File: src/rtl/axi_stream_pattern_src.sv
// Stream pattern source: emits runs of fixed-length packets with valid/ready handshaking.
// Define AXIS_SRC_LFSR_EN for a 16-bit LFSR payload; otherwise the payload is an incrementing counter.
module axi_stream_pattern_src #(
    parameter int DWIDTH     = 8,
    parameter int PKT_LEN    = 4,
    parameter int GAP_CYCLES = 2,
    parameter int CNT_W      = 16
) (
    input  logic              aclk_i,
    input  logic              areset_i,
    input  logic              start_i,
    input  logic [CNT_W-1:0]  pkt_num_i,
    input  logic              ready_i,
    output logic              valid_o,
    output logic [DWIDTH-1:0] data_o,
    output logic              last_o,
    output logic              busy_o,
    output logic              done_o,
    output logic [CNT_W-1:0]  pkt_cnt_o
);

    localparam int BEAT_W = (PKT_LEN > 1) ? $clog2(PKT_LEN) : 1;
    localparam int GAP_W  = (GAP_CYCLES > 1) ? $clog2(GAP_CYCLES) : 1;
    localparam logic [BEAT_W-1:0] LAST_BEAT = BEAT_W'(PKT_LEN - 1);
    localparam logic [GAP_W-1:0]  LAST_GAP  = GAP_W'((GAP_CYCLES > 0) ? GAP_CYCLES - 1 : 0);
    localparam logic FIRST_IS_LAST = (PKT_LEN == 1);

`ifdef AXIS_SRC_LFSR_EN
    localparam int PAY_W = 16;
    localparam logic [PAY_W-1:0] PAY_SEED = 16'hACE1;
`else
    localparam int PAY_W = DWIDTH;
    localparam logic [PAY_W-1:0] PAY_SEED = '0;
`endif

    typedef enum logic [1:0] {IDLE, SEND, GAP} state_t;

    state_t            state_q, state_d;
    logic [CNT_W-1:0]  num_q, num_d;
    logic [CNT_W-1:0]  pkt_cnt_q, pkt_cnt_d;
    logic [BEAT_W-1:0] beat_q, beat_d;
    logic [GAP_W-1:0]  gap_q, gap_d;
    logic [PAY_W-1:0]  pay_q, pay_d, pay_step;
    logic              valid_q, valid_d;
    logic              last_q, last_d;
    logic              done_q, done_d;

    // Payload generator advances only on an accepted beat, so stalls never skip or repeat values.
`ifdef AXIS_SRC_LFSR_EN
    assign pay_step = {pay_q[0] ^ pay_q[2] ^ pay_q[3] ^ pay_q[5], pay_q[15:1]};
`else
    assign pay_step = pay_q + PAY_W'(1);
`endif

    always_ff @(posedge aclk_i) begin
        if (areset_i) begin
            state_q   <= IDLE;
            num_q     <= '0;
            pkt_cnt_q <= '0;
            beat_q    <= '0;
            gap_q     <= '0;
            pay_q     <= '0;
            valid_q   <= 1'b0;
            last_q    <= 1'b0;
            done_q    <= 1'b0;
        end else begin
            state_q   <= state_d;
            num_q     <= num_d;
            pkt_cnt_q <= pkt_cnt_d;
            beat_q    <= beat_d;
            gap_q     <= gap_d;
            pay_q     <= pay_d;
            valid_q   <= valid_d;
            last_q    <= last_d;
            done_q    <= done_d;
        end
    end

    always_comb begin
        state_d   = state_q;
        num_d     = num_q;
        pkt_cnt_d = pkt_cnt_q;
        beat_d    = beat_q;
        gap_d     = gap_q;
        pay_d     = pay_q;
        valid_d   = valid_q;
        last_d    = last_q;
        done_d    = 1'b0;
        case (state_q)
            IDLE: begin
                if (start_i) begin
                    pkt_cnt_d = '0;
                    if (pkt_num_i != '0) begin
                        state_d = SEND;
                        num_d   = pkt_num_i;
                        beat_d  = '0;
                        pay_d   = PAY_SEED;
                        valid_d = 1'b1;
                        last_d  = FIRST_IS_LAST;
                    end else begin
                        done_d = 1'b1;
                    end
                end
            end
            SEND: begin
                if (valid_q && ready_i) begin
                    pay_d = pay_step;
                    if (beat_q == LAST_BEAT) begin
                        beat_d    = '0;
                        pkt_cnt_d = pkt_cnt_q + CNT_W'(1);
                        if (pkt_cnt_q + CNT_W'(1) == num_q) begin
                            state_d = IDLE;
                            valid_d = 1'b0;
                            last_d  = 1'b0;
                            done_d  = 1'b1;
                        end else if (GAP_CYCLES == 0) begin
                            last_d = FIRST_IS_LAST;
                        end else begin
                            state_d = GAP;
                            gap_d   = '0;
                            valid_d = 1'b0;
                            last_d  = 1'b0;
                        end
                    end else begin
                        beat_d = beat_q + BEAT_W'(1);
                        last_d = ((beat_q + BEAT_W'(1)) == LAST_BEAT);
                    end
                end
            end
            GAP: begin
                if (gap_q == LAST_GAP) begin
                    state_d = SEND;
                    valid_d = 1'b1;
                    last_d  = FIRST_IS_LAST;
                end else begin
                    gap_d = gap_q + GAP_W'(1);
                end
            end
            default: state_d = IDLE;
        endcase
    end

    assign valid_o   = valid_q;
    assign data_o    = pay_q[DWIDTH-1:0];
    assign last_o    = last_q;
    assign busy_o    = (state_q != IDLE);
    assign done_o    = done_q;
    assign pkt_cnt_o = pkt_cnt_q;

endmodule

File: config.mk
export PLATFORM = sky130hd
export DESIGN_NAME = axi_stream_pattern_src
export DESIGN_NICKNAME = d
export VERILOG_FILES = /design/src/rtl/axi_stream_pattern_src.sv
export SDC_FILE = /design/constraint.sdc
export NUM_CORES = 1
export LEC_CHECK = 0
export CORE_MARGIN = 3
export CORE_UTILIZATION = 56
export DETAILED_ROUTE_END_ITERATION = 6
export PLACE_DENSITY = 0.85
export SETUP_SLACK_MARGIN = 0.02
export SKIP_CTS_REPAIR_TIMING = 1
export SYNTH_ARGS = -nofsm -noshare
export SYNTH_HDL_FRONTEND = slang
export SYNTH_SLANG_ARGS = --single-unit
File: constraint.sdc
create_clock -name aclk_i -period 5 [get_ports aclk_i]
set_input_delay 0.5 -clock aclk_i [delete_from_list [all_inputs] [get_ports aclk_i]]
set_output_delay 0.5 -clock aclk_i [all_outputs]
set_load 0.02 [all_outputs]
==> metrics.yaml <==
tightest_slew_ns: 0.993
insertedDiodeCount: 0
route.detailed.drc: 0
finClkSkew_ns: 0.00941
root_buffer: "clkbuf_8"
fmax_ghz: 0.358
cts.clk_slew.worst_paths_ns: 0.10
grt_usage: 0.243
crit_path_end_kind: "flop"
ir_drop_uv: 134
crit_slowest_cell: "nand3_1"
vias_per_cell: 5.99
synth_edf_count: 0
hp-class: "flop to flop"
wl_per_cell_microns: 15.3
comb_power_share: 0.133
drtIter0Drc: 200
vias: 2485
grt_pass1_wl_mm: 10.3
ys.flop_type: "dfxtp_1"
fin_tns_setup_ns: 0
gr-total-overflow: 0
start_util: 0.589
numCtsBuffers: 5
grt_pass1_vias: 2197
finalMaxSlewViolations: 0
pre_cts_ws_ns: 1.87
antenna_found_initial: 0
slew_headroom: 0.336
die-width_microns: 74.4
finalSetupViolations: 0
area_growth_pct: 21.5
internal-power_uw: 543
synth.yosys.seq_area_share: 0.367
synthCells: 325
portBuffers: 47
cts_tree: "done"
p_per_area_mw_per_mm2: 235
dp_hpwl_mm: 4.56
hold_viol_final: 0
power.total_uw: 748
slowest_delay_ns: 0.78
drv_cap: 0
p_clk_frac: 0.321
ant_nets: 0
wl_mm: 6.34
synth_area_per_cell_sq_um: 8.05
p_seq_frac: 0.545
finalNetCount: 386
fin_crit_sh: 0.559
io_pins: 48
synth_cell_types: 43
period_needed_ns: 2.79
place_congestion: 0.905
max-clock-path-buffers: 2
required_ns: 5.23
p_sw_frac: 0.275
grt_setup_unrepaired: "false"
syn_nets: 349
grt_max_degree: 40
syn_area_sq_mm: 0.00262
whs_ns: 0.516
cts_sinks: 48
final_cell_count_no_fill: 415
yosys_warnings: 0
insertion_delay_ns: 0.32
power.switching_uw: 206
htree_levels: 2
start_kind: "input pin"
status: "completed"
dr.pass1.iters: 7
p_leak_uw: 0.00122
place_inst: 407
critPathArrivalTime_ns: 3.03
die_h_microns: 74.4
path_cells: "clkdlybuf4s50_1, nor4_1, nand4_1, nand3_1, nand2_1, a211oi_1"
path_class: "input pin to flop"
layout.cells.most_common: "nor2_1"
final_cell_mix: "53 x nor2_1, 48 x dfxtp_1, 47 x clkdlybuf4s50_1"
synth-async-reset-ratio: 0
ys_ff_latch: 48
rows: 24
worst-path-max-fanout: 17
setup_ws_ns: 2.21
layout-drive-gt1-share: 0.0496
dieArea_sq_mm: 0.00553
core_sq_mm: 0.00444
-- cell usage after synthesis, types with 4 or more instances --
| master | count | area (sq um) |
|---|---|---|
| a211oi_1 | 6 | 45.0 |
| a21oi_1 | 20 | 100 |
| a31oi_1 | 4 | 25.0 |
| and3_1 | 4 | 25.0 |
| buf_2 | 8 | 40.0 |
| clkbuf_1 | 12 | 45.0 |
| dfxtp_1 | 48 | 961 |
| ha_1 | 4 | 50.1 |
| inv_1 | 6 | 22.5 |
| mux2i_1 | 20 | 200 |
| nand2_1 | 24 | 90.1 |
| nand2b_1 | 5 | 31.3 |
| nand3_1 | 11 | 55.1 |
| nand4_1 | 11 | 68.8 |
| nor2_1 | 53 | 199 |
| nor2b_1 | 4 | 25.0 |
| nor3_1 | 14 | 70.1 |
| nor4_1 | 7 | 43.8 |
| o21ai_0 | 10 | 50.1 |
| xnor2_1 | 11 | 96.3 |
| xor2_1 | 14 | 123 |
-- final cells by class --
cell class,instances,area (sq um)
clock buffer,5,68.8
clock inverter,3,21.3
fill,353,1260
inverter,6,22.5
multi-input combinational,251,1550
sequential,48,961
tap,52,65.1
timing repair buffer,50,493
-- flip-flops by register name, indices dropped and copies added (netlist names) --
name and count:
num_q 16, data_o 8, done_o 1, last_o 1, gap_q 1, state_q 2, valid_o 1, pkt_cnt_o 16
beat_q 2
-- metrics by stage --
step,utilization,cell area (sq um)
3_5_place_dp,0.695,3090
6_report,0.716,3180
3_3_place_gp,0.695,3090
4_1_cts,0.716,3180
2_1_floorplan,-,2620
5_1_grt,0.716,3180
-- power by group through the flow --
stage                     clock network (uW)  logic (uW)  registers, uW
after floorplan                            0        62.3            414
after global placement                     0        95.9            416
after detailed placement                   0        98.9            417
after CTS                                242         100            408
after global routing                     260         110            410
final                                    241        99.7            408
-- worst paths after layout --
kind / startpoint / end / slack (ns) / depth (start not counted)
worst max-delay path: pkt_num_i[3] / beat_q[1]$_SDFFE_PP0P_ / 2.21 / 6
worst min-delay path: pkt_cnt_o[15]$_SDFFE_PP0P_ / pkt_cnt_o[15]$_SDFFE_PP0P_ / 0.52 / 2
worst max register to register: pkt_cnt_o[3]$_SDFFE_PP0P_ / done_o$_SDFF_PP0_ / 2.23 / 7
worst min register to register: pkt_cnt_o[15]$_SDFFE_PP0P_ / pkt_cnt_o[15]$_SDFFE_PP0P_ / 0.52 / 2
-- kinds of logic (layout without fill, tap and decap cells) --
| kind of cell | after synthesis | in the layout | synth area share |
|---|---|---|---|
| simple gates | 147 | 147 | 0.281 |
| compound gates | 55 | 55 | 0.132 |
| flops | 48 | 48 | 0.367 |
| buf+inv | 26 | 64 | 0.0411 |
| xor+xnor | 25 | 25 | 0.0837 |
| mux | 20 | 20 | 0.0765 |
| fa+ha+maj | 4 | 4 | 0.0191 |
-- per-layer routing --
metal | wire (microns) | track usage | vias up
li1 | - | - | 1231
met1 | 2830 | 0.326 | 1158
met2 | 3020 | 0.389 | 80
met3 | 367 | 0.0514 | 16
met4 | 112 | 0.0791 | 0
met5 | 0 | 0 | -
-- worst max-delay path: cells and delay by family --
family | cells | cell delay (ns)
and+or+nand+nor | 4 | 1.79
buffers and inverters | 1 | 0.43
AOI/OAI and AO/OA | 1 | 0.31
No activity file was read; power rests on OpenSTA's default activity.
